--- src/rtl/hamming_pkg.sv ---
// hamming_pkg: Hamming(7,4) widths and the shared encode function.
package hamming_pkg;
  localparam int DATA_W = 4;
  localparam int CODE_W = 7;
  function automatic logic [CODE_W-1:0] hamming74_enc(input logic [DATA_W-1:0] d);
    return {d, d[3] ^ d[2] ^ d[1], d[3] ^ d[2] ^ d[0], d[3] ^ d[1] ^ d[0]};
  endfunction
endpackage

--- src/rtl/hamming_fifo2.sv ---
// hamming_fifo2: 2-entry valid/ready FIFO; in_ready depends on registered occupancy only.
module hamming_fifo2 #(
  parameter int W = 7
) (
  input  logic         clk,
  input  logic         rst_n,
  input  logic         in_valid,
  output logic         in_ready,
  input  logic [W-1:0] in_data,
  output logic         out_valid,
  input  logic         out_ready,
  output logic [W-1:0] out_data
);
  logic [1:0]   cnt_q, cnt_d;
  logic [W-1:0] head_q, head_d, tail_q, tail_d;
  logic         push, pop;
  assign in_ready  = cnt_q != 2'd2;
  assign out_valid = cnt_q != 2'd0;
  assign out_data  = head_q;
  assign push      = in_valid & in_ready;
  assign pop       = out_valid & out_ready;
  // push implies count<2 and push&pop implies count==1, so either case writes the head
  always_comb begin
    cnt_d  = cnt_q + 2'(push) - 2'(pop);
    head_d = (push && (cnt_q == 2'd0 || pop)) ? in_data : (pop ? tail_q : head_q);
    tail_d = (push && cnt_q == 2'd1 && !pop) ? in_data : tail_q;
  end
  always_ff @(posedge clk or negedge rst_n) begin
    if (!rst_n) begin
      cnt_q  <= '0;
      head_q <= '0;
      tail_q <= '0;
    end else begin
      cnt_q  <= cnt_d;
      head_q <= head_d;
      tail_q <= tail_d;
    end
  end
endmodule

--- src/rtl/hamming74_stream_encoder.sv ---
// hamming74_stream_encoder: streaming Hamming(7,4) encoder with 2-deep output FIFO and beat counter.
// Optional one-shot codeword corruption enabled by macro HAMMING_ERR_INJECT_EN.
module hamming74_stream_encoder
  import hamming_pkg::*;
#(
  parameter int LANES = 1,
  parameter int CNT_W = 16
) (
  input  logic                      clk,
  input  logic                      rst_n,
  input  logic                      in_valid,
  output logic                      in_ready,
  input  logic [DATA_W*LANES-1:0]   in_data,
  output logic                      out_valid,
  input  logic                      out_ready,
  output logic [CODE_W*LANES-1:0]   out_code,
  input  logic                      cnt_clr,
  output logic [CNT_W-1:0]          beat_cnt,
  output logic                      cnt_sat,
  input  logic                      inj_arm,
  input  logic [CODE_W*LANES-1:0]   inj_mask,
  output logic                      inj_pending
);
  logic [CODE_W*LANES-1:0] clean_code, code_w, mask_eff;
  logic [CNT_W-1:0]        cnt_q, cnt_d;
  logic                    sat_q, accept;
  assign accept = in_valid & in_ready;
  for (genvar g = 0; g < LANES; g++) begin : g_lane
    assign clean_code[g*CODE_W +: CODE_W] = hamming74_enc(in_data[g*DATA_W +: DATA_W]);
  end
`ifdef HAMMING_ERR_INJECT_EN
  logic                    inj_pending_q, inj_pending_d;
  logic [CODE_W*LANES-1:0] inj_mask_q, inj_mask_d;
  // an arm coinciding with an accept applies its mask to that accept directly
  always_comb begin
    mask_eff      = inj_arm ? inj_mask : (inj_pending_q ? inj_mask_q : '0);
    inj_pending_d = accept ? 1'b0 : (inj_arm | inj_pending_q);
    inj_mask_d    = inj_arm ? inj_mask : inj_mask_q;
  end
  always_ff @(posedge clk or negedge rst_n) begin
    if (!rst_n) begin
      inj_pending_q <= 1'b0;
      inj_mask_q    <= '0;
    end else begin
      inj_pending_q <= inj_pending_d;
      inj_mask_q    <= inj_mask_d;
    end
  end
  assign inj_pending = inj_pending_q;
`else
  logic unused_inj;
  assign unused_inj  = ^{inj_arm, inj_mask};
  assign mask_eff    = '0;
  assign inj_pending = 1'b0;
`endif
  assign code_w = clean_code ^ mask_eff;
  always_comb cnt_d = cnt_clr ? '0 : ((accept && !(&cnt_q)) ? cnt_q + CNT_W'(1) : cnt_q);
  always_ff @(posedge clk or negedge rst_n) begin
    if (!rst_n) begin
      cnt_q <= '0;
      sat_q <= 1'b0;
    end else begin
      cnt_q <= cnt_d;
      sat_q <= &cnt_d;
    end
  end
  assign beat_cnt = cnt_q;
  assign cnt_sat  = sat_q;
  hamming_fifo2 #(.W(CODE_W*LANES)) u_fifo (
    .clk       (clk),
    .rst_n     (rst_n),
    .in_valid  (in_valid),
    .in_ready  (in_ready),
    .in_data   (code_w),
    .out_valid (out_valid),
    .out_ready (out_ready),
    .out_data  (out_code)
  );
endmodule
--- config.mk ---
export PLATFORM = sky130hd
export DESIGN_NAME = hamming74_stream_encoder
export DESIGN_NICKNAME = d
export VERILOG_FILES = /design/src/rtl/hamming_pkg.sv /design/src/rtl/hamming_fifo2.sv /design/src/rtl/hamming74_stream_encoder.sv
export SDC_FILE = /design/constraint.sdc
export NUM_CORES = 1
export LEC_CHECK = 0
export ABC_AREA = 0
export CAP_MARGIN = 10
export CORE_MARGIN = 2
export CORE_UTILIZATION = 49
export CTS_CLUSTER_DIAMETER = 60
export CTS_CLUSTER_SIZE = 10
export DETAILED_ROUTE_END_ITERATION = 10
export PLACE_DENSITY = 0.9
export RECOVER_POWER = 50
export SYNTH_ARGS = -nofsm -noshare
export SYNTH_HDL_FRONTEND = slang
export SYNTH_SLANG_ARGS = --single-unit
--- constraint.sdc ---
create_clock -name clk -period 2.5 [get_ports clk]
set_input_delay 0.625 -clock clk [delete_from_list [all_inputs] [get_ports clk]]
set_output_delay 0.625 -clock clk [all_outputs]
set_load 0.005 [all_outputs]
==> results.ini, run 1 <==
[route]
vias=1561
drt_first_pass_iters=4
vias_per_cell=5.52
remaining_drc_errors=0
drt_iter0_drc=55
wl_per_cell_um=13.9
drt.antenna.violating_nets=0
drt_wl_total_um=3950

[power_and_ir_drop]
leakage_nw=1.03
p_total_mw=1.90
ir_drop_v=0.000439
combPwrFrac_pct=33.7
internal_power_mw=1.33
clkPwrFrac_pct=26.5
seqPwrFrac_pct=39.9
powerDensity_mw_per_mm2=778
netSwitchingFraction_pct=30.0
power.switching_mw=0.570

[placement]
port_buffers=34
dp_hpwl_um=2940
dp_worst_setup_slack_ns=-0.115
place_congestion=0.885
dpl.cell_count=275

[floorplanning]
start_util_pct=50.3
die_x_um=64.9
rows=22
ios=44
die_area_mm2=0.00421
die_h_um=64.9
core_area_mm2=0.00361

[worst_setup_path]
critPathKind=in2reg
path_cells=dlygate4sd3_1 > nand3_2 > or4_4 > a221oi_2 > nand4_1 > nor4_2
slowest_delay_ns=0.64
r2r_start=beat_cnt[1]$_DFF_PN0_
crit_arrival_ns=2.56
path_max_fanout=5
critical-path-top-delay-family=simple AND/OR/NAND/NOR gates
required_ns=2.68
rr_worst_depth=7
cpMaxStageDelayCell=dlygate4sd3_1
regToRegEndpoint=cnt_sat$_DFF_PN0_
reg2reg_slack_ns=0.23
path_depth=6
start_kind=input port
endpoint_kind=flip-flop
path_buf_inv=1

[run]
cap_viol_max_count=0

[final_layout]
nNetsFinal=254
final_cell_mix=33 x dfrtp_1, 21 x clkdlybuf4s50_1, 19 x nand2_1
drive_above_1_share_pct=21.7
final_common_cell=dfrtp_1
final_util_pct=67.7
antenna_cells=0
final_cells=283
syn_to_final_growth_pct=34.4

[sta]
fin_crit_ns=2.38
fin_ws_ns=0.124
slew_headroom_pct=47.0
hold_violations=0
setup-violations-final=0
tns_ns=0
min_period_over_period_pct=95.0
grt_setup_unrepaired=no
tightest_slew_ns=0.795
finClkSkew_ns=0.0108
slew_viol_final=0
timing.fmax_mhz=421

[synth]
ys_ff_latch=33
yosys.area.top_type_share_pct=45.5
yosysWarnings=0
synth_area_mm2=0.00182
netlist_instances=182
synth.distinct_cells=45
synth_nets=202
syn_area_per_cell_um2=9.98
ys_seq_area_share_pct=45.5
synth_top_flop_cell=dfrtp_1
synthTopCellsByArea=dfrtp_1 45%, mux2_2 5.6%, xnor2_1 4.8%, nand2_1 3.9%, nor2_1 3.1%
synth_top_area_cell=dfrtp_1
ys_async_sr_fraction_pct=100
synth_edf_count=0

[cts]
cts_setup_buffers=0
cts-root-buf=clkbuf_8
path_clk_slew_ns=0.08
cts.path.max_buffers=2
htreeDepth=2
clock_sinks=33
clk-insertion-delay-late_ns=0.29
cts_made_buffers=5
cts_tree=done

[global_routing]
grt_pass1_wl_um=6580
grt_pass1_vias=1463
grt_usage_pct=20.5
overflow=0
grt_max_degree=34
antenna_found_initial=0

[hold_path]
hp-class=reg2reg
holdPathEnd=u_fifo.tail_q[1]$_DFFE_PN0P_
hold_path_startpoint=u_fifo.tail_q[1]$_DFFE_PN0P_
hold_depth=2

[run_status]
status=complete, no violations

[synth_stat cells, types with 2 or more instances]
cell type,count
a21oi_1,10
xnor2_1,10
buf_2,2
inv_1,6
and4_1,4
or3_1,2
xor2_1,2
mux2i_1,4
nor2_1,15
nand2_1,19
or2_2,3
nand3_1,3
and3_2,3
a31oi_1,2
clkbuf_1,4
dfrtp_1,33
nand4_1,6
or4_1,2
a211oi_1,2
nor3_1,3
o21ai_0,9
nor4_2,2
ha_1,3
nor2b_1,2
o31ai_1,3
mux2_2,9
[final cells by class]
type	count	area, um^2
fillers	272	1170
multi-input cells	136	943
flip-flops and latches	33	826
repair buffers	52	473
clock buffers	5	68.8
well taps	48	60.1
clock inverters	3	46.3
inverters	6	22.5
[registers in the layout (all words and copies together), names as in the netlist]
name,count
beat_cnt,16
cnt_sat,1
u_fifo.cnt_q,2
u_fifo.out_data,7
u_fifo.tail_q,7
[per-layer routing]
metal / track usage (%) / part of all wire (%) / routed length, um / up-vias
li1: - / - / - / 759
met3: 3.13 / 3.3 / 132 / 5
met2: 34.1 / 49 / 1950 / 34
met4: 9.57 / 1.2 / 49 / 0
met1: 26.0 / 46 / 1820 / 763
met5: 0 / 0 / 0 / -
[kinds of logic after synthesis]
| group | share of synthesized area, % |
|---|---|
| buffers and inverters | 3.03 |
| adders and majority gates | 2.07 |
| DFF | 45.5 |
| other | 0.207 |
| AOI/OAI and AO/OA | 11.6 |
| muxes | 7.79 |
| and+or+nand+nor | 24.0 |
| xor gates and xnor gates | 5.79 |
[metrics by stage]
step	area, um^2	hold slack (ns)
after global placement	2320	0.462
final	2440	0.495
after CTS	2430	0.500
after floorplan	1820	0.329
after detailed placement	2320	0.483
after global routing	2440	0.518
[tightest hold or removal path, stage by stage, from the launching register on]
cell and delay, ns:
dfrtp_1 0.35, nand2_1 0.05, o21ai_0 0.06
[timing repair]
item	in CTS	in global routing
setup endpoints to repair	0	1
hold buffers	0	0
resized for setup	0	1
hold endpoints to repair	0	0
[worst max path at each step]
stage,from,endpoint,slack [ns]
finish,in_valid,cnt_sat$_DFF_PN0_,0.12
global route,in_valid,cnt_sat$_DFF_PN0_,0.05
global placement,in_valid,cnt_sat$_DFF_PN0_,-0.07
CTS,beat_cnt[1]$_DFF_PN0_,cnt_sat$_DFF_PN0_,0.09
detailed placement,in_valid,cnt_sat$_DFF_PN0_,-0.11
floorplan,beat_cnt[0]$_DFF_PN0_,cnt_sat$_DFF_PN0_,0.36
[power groups by stage]
stage	registers (mW)	clock network [mW]	logic, mW
3_5_place_dp	0.769	0	0.665
2_1_floorplan	0.757	0	0.351
6_report	0.757	0.502	0.639
3_3_place_gp	0.754	0	0.635
4_1_cts	0.758	0.509	0.669
5_1_grt	0.772	0.538	0.715
Power figures use the tool's default switching activity.
==> run 2, diff against run 1 <==
--- a/config.mk
+++ b/config.mk
@@ -8,11 +8,12 @@
 export ABC_AREA = 0
 export CAP_MARGIN = 10
 export CORE_MARGIN = 2
-export CORE_UTILIZATION = 49
+export CORE_UTILIZATION = 48
 export CTS_CLUSTER_DIAMETER = 60
 export CTS_CLUSTER_SIZE = 10
 export DETAILED_ROUTE_END_ITERATION = 10
-export PLACE_DENSITY = 0.9
+export GPL_ROUTABILITY_DRIVEN = 0
+export PLACE_DENSITY = 0.89
 export RECOVER_POWER = 50
 export SYNTH_ARGS = -nofsm -noshare
 export SYNTH_HDL_FRONTEND = slang
==> run 2 against run 1 <==
Hold slack worse by 0.010 ns. Highest routed layer unchanged. Critical endpoint unchanged. Global-route usage up 0.46 points. Clock skew fell by 0.0060 ns. Final area fell by 2.6%. Register-to-register slack about the same. Critical path type unchanged. Sequential share of layout area grew 0.89 points. Power is 7.2% lower. Via count fell by 0.64%. Clock-buffer cell count up 3. Sequential cell count stayed put. Clock power down 24%.
==> results.ini, run 2 (synthesis gave the netlist of run 1 again) <==
[run_status]
status=complete, no violations  ; unchanged

[sta]
tightest_slew_ns=0.825  ; was 0.795 ns
slew_viol_final=0  ; unchanged
fin_ws_ns=0.159  ; was 0.124 ns
fin_crit_ns=2.34  ; was 2.38 ns
finClkSkew_ns=0.00477  ; was 0.0108 ns
hold_violations=0  ; unchanged
min_period_over_period_pct=93.7  ; was 95.0%
timing.fmax_mhz=427  ; was 421 MHz
setup-violations-final=0  ; unchanged
slew_headroom_pct=45.0  ; was 47.0%
grt_setup_unrepaired=no  ; unchanged

[final_layout]
antenna_cells=0  ; unchanged
final_cells=281  ; was 283
final_common_cell=dfrtp_1  ; unchanged
nNetsFinal=252  ; was 254
nFillCells=290  ; was 272
drive_above_1_share_pct=19.3  ; was 21.7%
syn_to_final_growth_pct=30.9  ; was 34.4%
seq_area_um2=826  ; unchanged
largest_reg_flops=16  ; unchanged
multi_input_comb_area_um2=935  ; was 943 um^2
final_cell_mix=33 x dfrtp_1, 24 x clkdlybuf4s50_1, 19 x nand2_1  ; was 33 x dfrtp_1, 21 x clkdlybuf4s50_1, 19 x nand2_1

[worst_setup_path]
start_kind=input port  ; unchanged
cp-endpoint=cnt_sat$_DFF_PN0_  ; unchanged
crit_arrival_ns=2.54  ; was 2.56 ns
endpoint_kind=flip-flop  ; unchanged
rr_worst_depth=8  ; was 7
critPathKind=in2reg  ; unchanged
reg2reg_slack_ns=0.23  ; about the same
path_cells=dlygate4sd3_1 > buf_4 > nand3_1 > or4_1 > a21oi_1 > nand2_1 > nor4_2  ; was dlygate4sd3_1 > nand3_2 > or4_4 > a221oi_2 > nand4_1 > nor4_2
path_depth=7  ; was 6
path_buf_inv=2  ; was 1
critical-path-top-delay-family=simple AND/OR/NAND/NOR gates  ; unchanged
regToRegEndpoint=cnt_sat$_DFF_PN0_  ; unchanged
startpoint=in_valid  ; unchanged
required_ns=2.70  ; was 2.68 ns
path_max_fanout=4  ; was 5
cpMaxStageDelayCell=dlygate4sd3_1  ; unchanged
r2r_start=beat_cnt[1]$_DFF_PN0_  ; unchanged
slowest_delay_ns=0.63  ; was 0.64 ns

[hold_path]
hp-class=reg2reg  ; unchanged

[cts]
cts_tree=done  ; unchanged
cts-root-buf=clkbuf_8  ; unchanged
cts_made_buffers=5  ; unchanged
cts.path.max_buffers=2  ; unchanged
path_clk_slew_ns=0.06  ; was 0.08 ns
htreeDepth=2  ; unchanged
cts_resized=0  ; unchanged
clock_sinks=33  ; unchanged
cts_setup_buffers=0  ; unchanged
clk-insertion-delay-late_ns=0.29  ; about the same
ctsHoldBuffers=0  ; unchanged

[global_routing]
grt_usage_pct=20.9  ; was 20.5%
grt_pass1_vias=1500  ; was 1463
grt_max_degree=34  ; unchanged
grt_pass1_wl_um=6800  ; was 6580 um
antenna_found_initial=0  ; unchanged
overflow=0  ; unchanged

[route]
drt_first_pass_iters=4  ; unchanged
drt_wl_total_um=4050  ; was 3950 um
drt.antenna.violating_nets=0  ; unchanged
drt_iter0_drc=54  ; was 55
vias_per_cell=5.52  ; about the same
remaining_drc_errors=0  ; unchanged
vias=1551  ; was 1561
wl_per_cell_um=14.4  ; was 13.9 um

[power_and_ir_drop]
p_total_mw=1.76  ; was 1.90 mW
leakage_nw=0.973  ; was 1.03 nW
powerDensity_mw_per_mm2=740  ; was 778 mW/mm^2
ir_drop_v=0.000405  ; was 0.000439 V

[floorplanning]
die_x_um=65.5  ; was 64.9 um
start_util_pct=49.6  ; was 50.3%
die_area_mm2=0.00429  ; was 0.00421 mm^2
rows=22  ; unchanged
die_h_um=65.5  ; was 64.9 um
ios=44  ; unchanged
core_area_mm2=0.00366  ; was 0.00361 mm^2

[run]
cap_viol_max_count=0  ; unchanged

[placement]
port_buffers=34  ; unchanged
dp_hpwl_um=2970  ; was 2940 um
dp_worst_setup_slack_ns=-0.0115  ; was -0.115 ns
dpl.cell_count=273  ; was 275

==> run 2: cell count changes in the layout (fill, tap and decap cells not counted), moves of 3 or more <==
cell / change
clkbuf_1: +4
clkdlybuf4s50_1: +3
buf_4: -3
dlygate4sd3_1: -3
==> run 2: per-layer routing <==
metal / track usage [%] / vias to the layer above / part of all wire, %
met5: 0 / - / 0
li1: - / 759 / -
met3: 3.94 / 7 / 3.7
met4: 9.38 / 0 / 1.7
met2: 33.8 / 35 / 50
met1: 27.3 / 750 / 45
==> run 2: per-stage QoR <==
stage	TNS, ns	hold slack, ns	cell area (um^2)	utilization (%)
floorplan	0	0.329	1820	-
global placement	-0.00153	0.456	2300	62.9
detailed placement	-0.0115	0.476	2300	62.9
CTS	0	0.490	2380	65.1
global route	0	0.518	2380	64.9
finish	0	0.484	2380	64.9
==> run 2: worst min-delay path by stage <==
stage | startpoint | to | slack (ns) | cells after the start
after global placement | u_fifo.tail_q[2]$_DFFE_PN0P_ | u_fifo.tail_q[2]$_DFFE_PN0P_ | 0.46 | 2
final | u_fifo.tail_q[2]$_DFFE_PN0P_ | u_fifo.tail_q[2]$_DFFE_PN0P_ | 0.48 | 2
after detailed placement | u_fifo.tail_q[2]$_DFFE_PN0P_ | u_fifo.tail_q[2]$_DFFE_PN0P_ | 0.48 | 2
after CTS | u_fifo.tail_q[2]$_DFFE_PN0P_ | u_fifo.tail_q[2]$_DFFE_PN0P_ | 0.49 | 2
after global routing | u_fifo.tail_q[1]$_DFFE_PN0P_ | u_fifo.tail_q[1]$_DFFE_PN0P_ | 0.52 | 2
after floorplan | rst_n | beat_cnt[0]$_DFF_PN0_ | 0.33 | 0
==> run 2: worst min-delay path: cells and delay by family, from the launching register on <==
kind             cells  cell delay, ns
AO/OA/AOI/OAI        1            0.06
AND/OR/NAND/NOR      1            0.04
flip-flops           1            0.34
==> run 2: final cells by class <==
cell class | instances | area share, %
multi-input combinational | 136 | 39.3
sequential | 33 | 34.7
timing repair buffer | 50 | 19.1
clock buffer | 8 | 3.37
tap | 48 | 2.53
inverter | 6 | 0.947
==> run 2: power breakdown <==
| group | internal, mW | switching [mW] |
|---|---|---|
| combinational | 0.343 | 0.284 |
| sequential | 0.675 | 0.0774 |
| clock | 0.197 | 0.184 |
| total | 1.22 | 0.545 |
